===== src/rtl/ph_ac_mean_bank.sv =====
// Per-channel block averager for time-multiplexed phase/amplitude results.
// Averages 2^n samples per channel; phase is averaged relative to the block's first sample, so wrap is harmless.
module ph_ac_mean_bank #(
    parameter  int CHANELS        = 4,
    parameter  int MEAN_STEPS_MAX = 3,
    parameter  int PH_WIDTH       = 32,
    parameter  int AC_WIDTH       = 32,
    localparam int CW             = (CHANELS > 1) ? $clog2(CHANELS) : 1,
    localparam int NW             = $clog2(MEAN_STEPS_MAX + 1)
) (
    input  logic                       clk,
    input  logic                       rstn,
    input  logic                       i_vld,
    output logic                       i_rdy,
    input  logic [CW-1:0]              i_chan,
    input  logic signed [PH_WIDTH-1:0] i_ph,
    input  logic [AC_WIDTH-1:0]        i_ac,
    input  logic [NW-1:0]              i_mean_steps,
    input  logic                       i_clr,
    output logic                       o_vld,
    input  logic                       o_rdy,
    output logic [CW-1:0]              o_chan,
    output logic signed [PH_WIDTH-1:0] o_ph,
    output logic [AC_WIDTH-1:0]        o_ac,
    output logic                       o_err
);

    localparam int SW  = MEAN_STEPS_MAX;
    localparam int PAW = PH_WIDTH + MEAN_STEPS_MAX;
    localparam int AAW = AC_WIDTH + MEAN_STEPS_MAX;

    logic [SW-1:0]              cnt_q    [CHANELS];
    logic signed [PH_WIDTH-1:0] ref_q    [CHANELS];
    logic signed [PAW-1:0]      acc_ph_q [CHANELS];
    logic [AAW-1:0]             acc_ac_q [CHANELS];
    logic [NW-1:0]              n_q;

    function automatic logic [NW-1:0] sat_steps(input logic [NW-1:0] v);
        if (v > NW'(MEAN_STEPS_MAX))
            return NW'(MEAN_STEPS_MAX);
        return v;
    endfunction

    // Floor division of the signed offset sum, added back onto the reference modulo 2^PH_WIDTH.
    function automatic logic signed [PH_WIDTH-1:0] mean_ph(input logic signed [PH_WIDTH-1:0] base,
                                                           input logic signed [PAW-1:0]      sum,
                                                           input logic [NW-1:0]              n);
        logic signed [PAW-1:0] q;
        q = sum >>> n;
        return base + q[PH_WIDTH-1:0];
    endfunction

    function automatic logic [AC_WIDTH-1:0] mean_ac(input logic [AAW-1:0] sum,
                                                    input logic [NW-1:0]  n);
        logic [AAW-1:0] q;
        q = sum >> n;
        return q[AC_WIDTH-1:0];
    endfunction

    logic [NW-1:0]              n_sat;
    logic                       mode_chg;
    logic                       accept;
    logic                       chan_ok;
    logic [CW-1:0]              sel;
    logic [SW-1:0]              last_cnt;
    logic                       first;
    logic                       last;
    logic signed [PH_WIDTH-1:0] d;
    logic signed [PAW-1:0]      d_ext;
    logic signed [PH_WIDTH-1:0] base_ph;
    logic signed [PAW-1:0]      sum_ph;
    logic [AAW-1:0]             sum_ac;

    assign n_sat    = sat_steps(i_mean_steps);
    assign mode_chg = (n_sat != n_q);
    assign i_rdy    = (!o_vld || o_rdy) && !i_clr && !mode_chg;
    assign accept   = i_vld && i_rdy;
    assign chan_ok  = (32'(i_chan) < CHANELS);
    assign sel      = chan_ok ? i_chan : '0;
    assign last_cnt = ~({SW{1'b1}} << n_q);

    always_comb begin
        first   = (cnt_q[sel] == '0);
        last    = (cnt_q[sel] == last_cnt);
        d       = i_ph - ref_q[sel];
        d_ext   = {{MEAN_STEPS_MAX{d[PH_WIDTH-1]}}, d};
        base_ph = ref_q[sel];
        sum_ph  = acc_ph_q[sel] + d_ext;
        sum_ac  = acc_ac_q[sel] + AAW'(i_ac);
        // The first sample of a block becomes the reference, so its own offset is zero.
        if (first) begin
            base_ph = i_ph;
            sum_ph  = '0;
            sum_ac  = AAW'(i_ac);
        end
    end

    always_ff @(posedge clk or negedge rstn) begin
        if (!rstn) begin
            n_q <= '0;
            for (int c = 0; c < CHANELS; c++) begin
                cnt_q[c]    <= '0;
                ref_q[c]    <= '0;
                acc_ph_q[c] <= '0;
                acc_ac_q[c] <= '0;
            end
        end else begin
            if (mode_chg)
                n_q <= n_sat;
            if (i_clr || mode_chg) begin
                for (int c = 0; c < CHANELS; c++) begin
                    cnt_q[c]    <= '0;
                    acc_ph_q[c] <= '0;
                    acc_ac_q[c] <= '0;
                end
            end else if (accept && chan_ok) begin
                if (last)
                    cnt_q[sel] <= '0;
                else
                    cnt_q[sel] <= cnt_q[sel] + 1'b1;
                if (first)
                    ref_q[sel] <= i_ph;
                acc_ph_q[sel] <= sum_ph;
                acc_ac_q[sel] <= sum_ac;
            end
        end
    end

    // Output register: a completion reloads it even on the edge that transfers the previous result.
    always_ff @(posedge clk or negedge rstn) begin
        if (!rstn) begin
            o_vld  <= 1'b0;
            o_chan <= '0;
            o_ph   <= '0;
            o_ac   <= '0;
        end else if (accept && chan_ok && last) begin
            o_vld  <= 1'b1;
            o_chan <= i_chan;
            o_ph   <= mean_ph(base_ph, sum_ph, n_q);
            o_ac   <= mean_ac(sum_ac, n_q);
        end else if (o_rdy) begin
            o_vld  <= 1'b0;
        end
    end

    always_ff @(posedge clk or negedge rstn) begin
        if (!rstn)
            o_err <= 1'b0;
        else if (accept && !chan_ok)
            o_err <= 1'b1;
    end

endmodule


===== config.mk =====
export PLATFORM = sky130hd
export DESIGN_NAME = ph_ac_mean_bank
export DESIGN_NICKNAME = d
export VERILOG_FILES = /design/src/rtl/ph_ac_mean_bank.sv
export SDC_FILE = /design/constraint.sdc
export NUM_CORES = 1
export LEC_CHECK = 0
export ABC_AREA = 1
export ABC_CLOCK_PERIOD_IN_PS = 7400
export BUFFER_PORTS_ARGS = -buffer_cell sky130_fd_sc_hd__buf_2
export CAP_MARGIN = 20
export CORE_ASPECT_RATIO = 1.1
export CORE_MARGIN = 4
export CORE_UTILIZATION = 63
export CTS_BUF_LIST = sky130_fd_sc_hd__clkbuf_16
export DETAILED_ROUTE_END_ITERATION = 16
export GPL_ROUTABILITY_DRIVEN = 0
export GPL_TIMING_DRIVEN = 0
export PLACE_DENSITY = 0.83
export SLEW_MARGIN = 0
export SYNTH_ARGS = -nofsm -noshare
export SYNTH_HDL_FRONTEND = slang
export SYNTH_SLANG_ARGS = --single-unit
export TNS_END_PERCENT = 20

===== constraint.sdc =====
create_clock -name clk -period 7.4 [get_ports clk]
set_clock_uncertainty 0.2 [all_clocks]
set_input_delay 1.11 -clock clk [delete_from_list [all_inputs] [get_ports clk]]
set_output_delay 1.11 -clock clk [all_outputs]
set_load 0.03 [all_outputs]

==> run metrics, run 1 <==
number of distinct library cell variants in the gate-level netlist after synthesis=59; power per standard cell area=290 nW/um^2; register clock-pin slew on the reported worst setup and hold paths=0.06 ns; endpoint class of the critical path=flop; mean cell area of the mapped netlist=7.94 um^2; initial antenna violation count=2; number of enable flip-flop cells after synthesis=0; IR drop worst, VDD=0.000255 V; cell repeated most along the worst path=nand2_1; Bufs on Longest Clock Path=3; flop and latch count out of synthesis=489; post-synthesis net count=3910; number of routed nets with antenna violations=0; Startpoint Class=input pin; Placeable Area=45900 um^2; total power of the final layout=0.00970 W; non-filler cells, final=4545; largest net degree at the start of global routing=129; final critical path time including I/O delays and setup=7.22 ns; Req. time, crit path=7.71 ns; cell type group with the largest total delay on the critical path=compound AO/OA/AOI/OAI gates; static power due to leakage=15.8 nW; number of cells on the critical path=43; final number of setup-violating endpoints=0; final hold vios=0; Chip Width=214 um; area overhead of the layout relative to synthesis=13.9%; vias per cell=6.47; CTS sink cnt=489; # DRC=0; Syn Std Cell Area=29400 um^2; number of nets in the final layout=4131; vias in the first global route=28700; measured slew at the worst slew-check pin=1.17 ns; iteration count of the initial detailed-routing pass=8; Worst path max stage delay=0.37 ns; most common library cell in the layout ignoring fill and taps=nand2_1; total vias in the final route=29400; Peak Freq=139 MHz; DRT iter0 DRCs=3404; cell total after placement=4436; Crit Path Category=in2reg; Port Buffers=139; R2R depth=38; flip-flop cell with the highest count after synthesis=dfrtp_1; clock root cell=clkbuf_16; number of hold buffers added after CTS=0; number of buffers created by CTS=50; residual overflow from global routing=0; final clock period utilization by the worst path=0.975; sequential cell area fraction in the yosys report=0.416; number of levels the H-tree was split into=2; I/O pin count=142; max-capacitance violation count=0; fillcell total=3535; sum of net half-perimeters after detailed placement=76700 um; Critical Path Slowest Stage Cell=fa_2; worst hold-check path type=in2async; first-pass GRT wire length=157000 um; most frequent cells in the layout=769 x nand2_1, 489 x dfrtp_1, 412 x inv_1, 381 x o21ai_0, 210 x o22ai_1; site row count=82; total count of max-transition violations in the final report=0; relative slew slack=0.213; area taken by flip-flops and latches=12200 um^2; DIE HEIGHT=234 um; Post-synth ARST share=1.00; total global-route track usage=0.403; gate count after technology mapping=3701; drt total wl=104000 um; total negative setup slack=0 ns; initial core utilization=0.641; area of the multi-input gates=15300 um^2; Worst Path Arrival=7.52 ns; count of yosys warnings during synthesis=0; clock tree from TritonCTS=built; critical path peak fanout=10; crit path buf inv count=7; proportion of layout cells with a drive suffix above 1=0.150; status=finished clean; clock latency at the later pin of the worst-skew pair=0.62 ns; routed len/inst=23.0 um; Die ar.=50200 um^2
## worst reg2reg max path: cells and delay by family (launching register included)
| family | cells | cell delay (ns) |
|---|---|---|
| compound gates | 19 | 3.04 |
| simple gates | 12 | 1.22 |
| fa+ha+maj | 4 | 1.07 |
| flops | 1 | 0.40 |
| xor+xnor | 1 | 0.23 |
| buf+inv | 2 | 0.17 |
## state kept, by name, indices dropped and copies added (netlist names)
register	count
n_q	2
acc_ac_q	140
o_ph	32
acc_ph_q	140
ref_q	128
o_vld	1
o_chan	2
o_ac	32
cnt_q	12
## cell usage after synthesis, types with 5 or more instances
| master | n | area share |
|---|---|---|
| nor3_1 | 18 | 0.0031 |
| nand2_1 | 778 | 0.099 |
| o21a_1 | 8 | 0.0020 |
| nand3_1 | 193 | 0.033 |
| nor2_4 | 11 | 0.0042 |
| o21bai_1 | 12 | 0.0031 |
| a21oi_1 | 184 | 0.031 |
| inv_2 | 17 | 0.0022 |
| o221ai_1 | 33 | 0.0098 |
| a21o_1 | 13 | 0.0033 |
| clkbuf_1 | 86 | 0.011 |
| a21boi_0 | 5 | 0.0013 |
| xnor2_1 | 25 | 0.0075 |
| nand4_1 | 18 | 0.0038 |
| o211ai_1 | 9 | 0.0023 |
| a32o_1 | 6 | 0.0020 |
| or2_2 | 30 | 0.0064 |
| a221oi_1 | 67 | 0.020 |
| buf_1 | 22 | 0.0028 |
| ha_1 | 132 | 0.056 |
| a22oi_1 | 35 | 0.0089 |
| xor2_1 | 38 | 0.011 |
| mux2_2 | 59 | 0.023 |
| buf_2 | 65 | 0.011 |
| inv_1 | 411 | 0.053 |
| buf_4 | 6 | 0.0015 |
| o21ai_1 | 32 | 0.0055 |
| dfrtp_1 | 489 | 0.42 |
| mux2i_1 | 14 | 0.0048 |
| o22ai_1 | 210 | 0.045 |
| o21ai_0 | 420 | 0.072 |
| nor2_1 | 183 | 0.023 |
| a31oi_1 | 21 | 0.0045 |
## logic make-up after synthesis
logic type,Yosys count,share of synthesized area
AOI/OAI and AO/OA,1078,0.217
and+or+nand+nor,1247,0.178
xor gates and xnor gates,63,0.0188
other,1,0.000128
buffers and inverters,613,0.0829
DFF,489,0.416
adders and majority gates,136,0.0589
muxes,74,0.0278
## power by group
| group | internal [W] | switching, W | total [W] |
|---|---|---|---|
| sequential | 0.00297 | 0.000145 | 0.00312 |
| combinational | 0.00129 | 0.00271 | 0.00400 |
| clock | 0.00145 | 0.00113 | 0.00258 |
| total | 0.00571 | 0.00399 | 0.00970 |
## routing by layer
metal	GRT usage	share of wire	routed length, um	up-vias
li1	-	-	-	13200
met1	0.467	0.35	36200	13800
met2	0.630	0.44	46100	1923
met3	0.102	0.10	11000	535
met4	0.352	0.11	11100	4
met5	0	0.00026	27	-
## final timing paths
path	from	endpoint	slack (ns)
worst min register to register	o_ph[0]	o_ph[0]	0.27
worst max-delay path	i_chan[1]	o_ph[31]	0.18
worst min-delay path	rstn	acc_ac_q[6]	0.21
min in group clk	o_ph[0]	o_ph[0]	0.27
worst max register to register	ref_q[96]	o_ph[31]	0.96
max in group asynchronous	rstn	o_ph[13]	5.29
## metrics by stage
stage | hold slack, ns | area [um^2] | setup slack, ns | utilization
after floorplan | 0.253 | 29400 | 0.349 | -
after global placement | 0.253 | 30800 | -4.64 | 0.672
after detailed placement | 0.261 | 31000 | -1.91 | 0.675
after CTS | 0.230 | 32900 | -0.0110 | 0.716
after global routing | 0.249 | 33500 | -0.196 | 0.730
final | 0.211 | 33500 | 0.184 | 0.730
## cell type report
type	count	area share
diodes	1	0.0000748
plain buffers	181	0.0268
clock buffers	52	0.0389
clock inverters	34	0.0102
inverters	429	0.0483
multi-input cells	2599	0.457
flip-flops and latches	489	0.366
well taps	588	0.0220
repair buffers	172	0.0309
## what timing repair did
item                       CTS  global route
setup endpoints to repair   25            22
resized for setup           75           146
pin swaps                   10            30
setup buffers               10            13
Power figures use the tool's default switching activity.
==> inputs of run 2 (changes only) <==
--- a/config.mk
+++ b/config.mk
@@ -11,12 +11,12 @@
 export CAP_MARGIN = 20
 export CORE_ASPECT_RATIO = 1.1
 export CORE_MARGIN = 4
-export CORE_UTILIZATION = 63
+export CORE_UTILIZATION = 40
 export CTS_BUF_LIST = sky130_fd_sc_hd__clkbuf_16
 export DETAILED_ROUTE_END_ITERATION = 16
 export GPL_ROUTABILITY_DRIVEN = 0
 export GPL_TIMING_DRIVEN = 0
-export PLACE_DENSITY = 0.83
+export PLACE_DENSITY = 0.57
 export SLEW_MARGIN = 0
 export SYNTH_ARGS = -nofsm -noshare
 export SYNTH_HDL_FRONTEND = slang
==> run 2 against run 1 <==
Effect of this change: non-clock buffer count grew 17; first-iteration DRC count shrank 30%; total power up 3.4%; sequential share of layout area shrank 1.0 points; fmax is 0.88% higher; register-to-register slack better by 0.19 ns; die area increased by 55%; critical path type unchanged; critical endpoint is now o_ph[25].
==> run metrics, run 2 (synthesized netlist as in run 1, its figures left out) <==
status=finished clean; Chip Width=266 um (+25%); drt total wl=113000 um (+8.6%); final worst-path setup slack=0.247 ns (+0.0629 ns); Die ar.=77900 um^2 (+55%); area overhead of the layout relative to synthesis=17.1%; diode count=0 (-1); most common library cell in the layout ignoring fill and taps=nand2_1; number of buffers created by CTS=55 (+10%); area taken by flip-flops and latches=12200 um^2 (unchanged); setup slack at placement=-2.18 ns (-0.265 ns); R2R depth=41 (+7.9%); relative slew slack=0.204 (-0.00889); total vias in the final route=28100 (-4.5%); tightest hold margin=0.266 ns (+0.0545 ns); total global-route track usage=0.285 (-0.118); final clock period utilization by the worst path=0.967 (-0.00850); Worst Path Arrival=7.47 ns (-0.05 ns); fillcell total=7332 (+110%); beginning of the worst register-to-register path=ref_q[96]; number of routed nets with antenna violations=0 (unchanged); vias in the first global route=27900 (-2.8%); most frequent cells in the layout=760 x nand2_1, 489 x dfrtp_1, 422 x inv_1, 370 x o21ai_0, 210 x o22ai_1; Peak Freq=140 MHz (+0.88%); clock root cell=clkbuf_16; worst hold-check path type=reg2reg; site row count=103 (+26%); largest net degree at the start of global routing=117 (-9.3%); initial antenna violation count=0 (-2); final hold vios=0 (unchanged); DIE HEIGHT=292 um (+25%); final number of setup-violating endpoints=0 (unchanged); area of the multi-input gates=15500 um^2 (+1.5%); leading registers by flop count=acc_ac_q (140), acc_ph_q (140), ref_q (128); static power due to leakage=16.1 nW (+1.4%); CTS sink cnt=489 (unchanged); residual overflow from global routing=0 (unchanged); power per standard cell area=292 nW/um^2 (+0.54%); total negative setup slack=0 ns (unchanged); cell repeated most along the worst path=nand2_1; Worst path max stage delay=0.41 ns (+0.04 ns); register clock-pin slew on the reported worst setup and hold paths=0.06 ns (about the same); total count of max-transition violations in the final report=0 (unchanged); number of nets in the final layout=4153 (+0.53%); endpoint class of the critical path=flop; Startpoint Class=input pin; launching instance or port of the critical path=i_chan[0]; Crit Path Category=in2reg; core utilization of the finished layout=0.476 (-0.254); Bufs on Longest Clock Path=3 (unchanged); Req. time, crit path=7.72 ns (about the same); measured slew at the worst slew-check pin=1.19 ns (+0.0257 ns); clock tree from TritonCTS=built; initial core utilization=0.406 (-0.234); iteration count of the initial detailed-routing pass=8 (unchanged); first-pass GRT wire length=170000 um (+8.0%); startpoint of the worst hold path=o_ph[0]; final critical path time including I/O delays and setup=7.15 ns (-0.0629 ns); number of hold buffers added after CTS=0 (unchanged); Port Buffers=139 (unchanged); critical path peak fanout=10 (unchanged); proportion of layout cells with a drive suffix above 1=0.160 (+0.00936); Placeable Area=72300 um^2 (+58%); Critical Path Slowest Stage Cell=fa_2; vias per cell=5.70 (-12%); # DRC=0 (unchanged); IR drop worst, VDD=0.000217 V (-15%); cell count of the worst hold path=2; routed len/inst=23.0 um (+0.12%); max-capacitance violation count=0 (unchanged); I/O pin count=142 (unchanged); DRT iter0 DRCs=2384 (-30%); number of levels the H-tree was split into=2 (unchanged); sum of net half-perimeters after detailed placement=87100 um (+14%); clock latency at the later pin of the worst-skew pair=0.63 ns (about the same)
-- run 2: where the power goes --
group | total [W] | internal, W | switching (W)
Sequential | 0.00311 | 0.00297 | 0.000131
Combinational | 0.00418 | 0.00137 | 0.00281
Clock | 0.00275 | 0.00159 | 0.00116
Total | 0.0100 | 0.00593 | 0.00410
-- run 2: critical path: cells and delay by family --
kind | cells | cell delay (ns)
simple gates | 17 | 2.39
compound gates | 9 | 1.64
fa+ha+maj | 4 | 1.35
buf+inv | 3 | 0.58
mux | 1 | 0.21
xor+xnor | 1 | 0.17
-- run 2: layout make-up --
type	instances	area share
plain buffers	182	0.0261
flip-flops and latches	489	0.356
clock inverters	43	0.0103
repair buffers	188	0.0341
inverters	429	0.0469
multi-input cells	2599	0.451
clock buffers	57	0.0414
well taps	945	0.0344
-- run 2: path summary, 6_finish.rpt --
path | endpoint | slack [ns]
min in group asynchronous | acc_ac_q[41] | 0.32
worst max-delay path | o_ph[25] | 0.25
max in group asynchronous | ref_q[89] | 5.04
worst min register to register | o_ph[0] | 0.27
worst min-delay path | o_ph[0] | 0.27
worst max register to register | o_ph[31] | 1.15
-- run 2: metrics by stage --
| stage | std cells | total power, W | cell area [um^2] |
|---|---|---|---|
| final | 4932 | 0.0100 | 34400 |
| after CTS | 4904 | 0.00962 | 33600 |
| after global placement | 4785 | 0.00670 | 31300 |
| after floorplan | 3701 | 0.00554 | 29400 |
| after global routing | 4932 | 0.0106 | 34400 |
| after detailed placement | 4798 | 0.00674 | 31500 |
-- run 2: layer usage --
layer  wire length, um  vias up  global-route usage
met4              7400        0               0.151
met5                 0        -                   0
met2             53100      933               0.476
met1             46800    13600               0.361
li1                  -    13200                   -
met3              6160      271              0.0378
-- run 2: what timing repair did --
item	4_1_cts	5_1_grt
buffers inserted	8	29
hold endpoints to repair	0	0
resized for setup	101	178
pin swaps	10	49
endpoints found under the setup margin	24	21
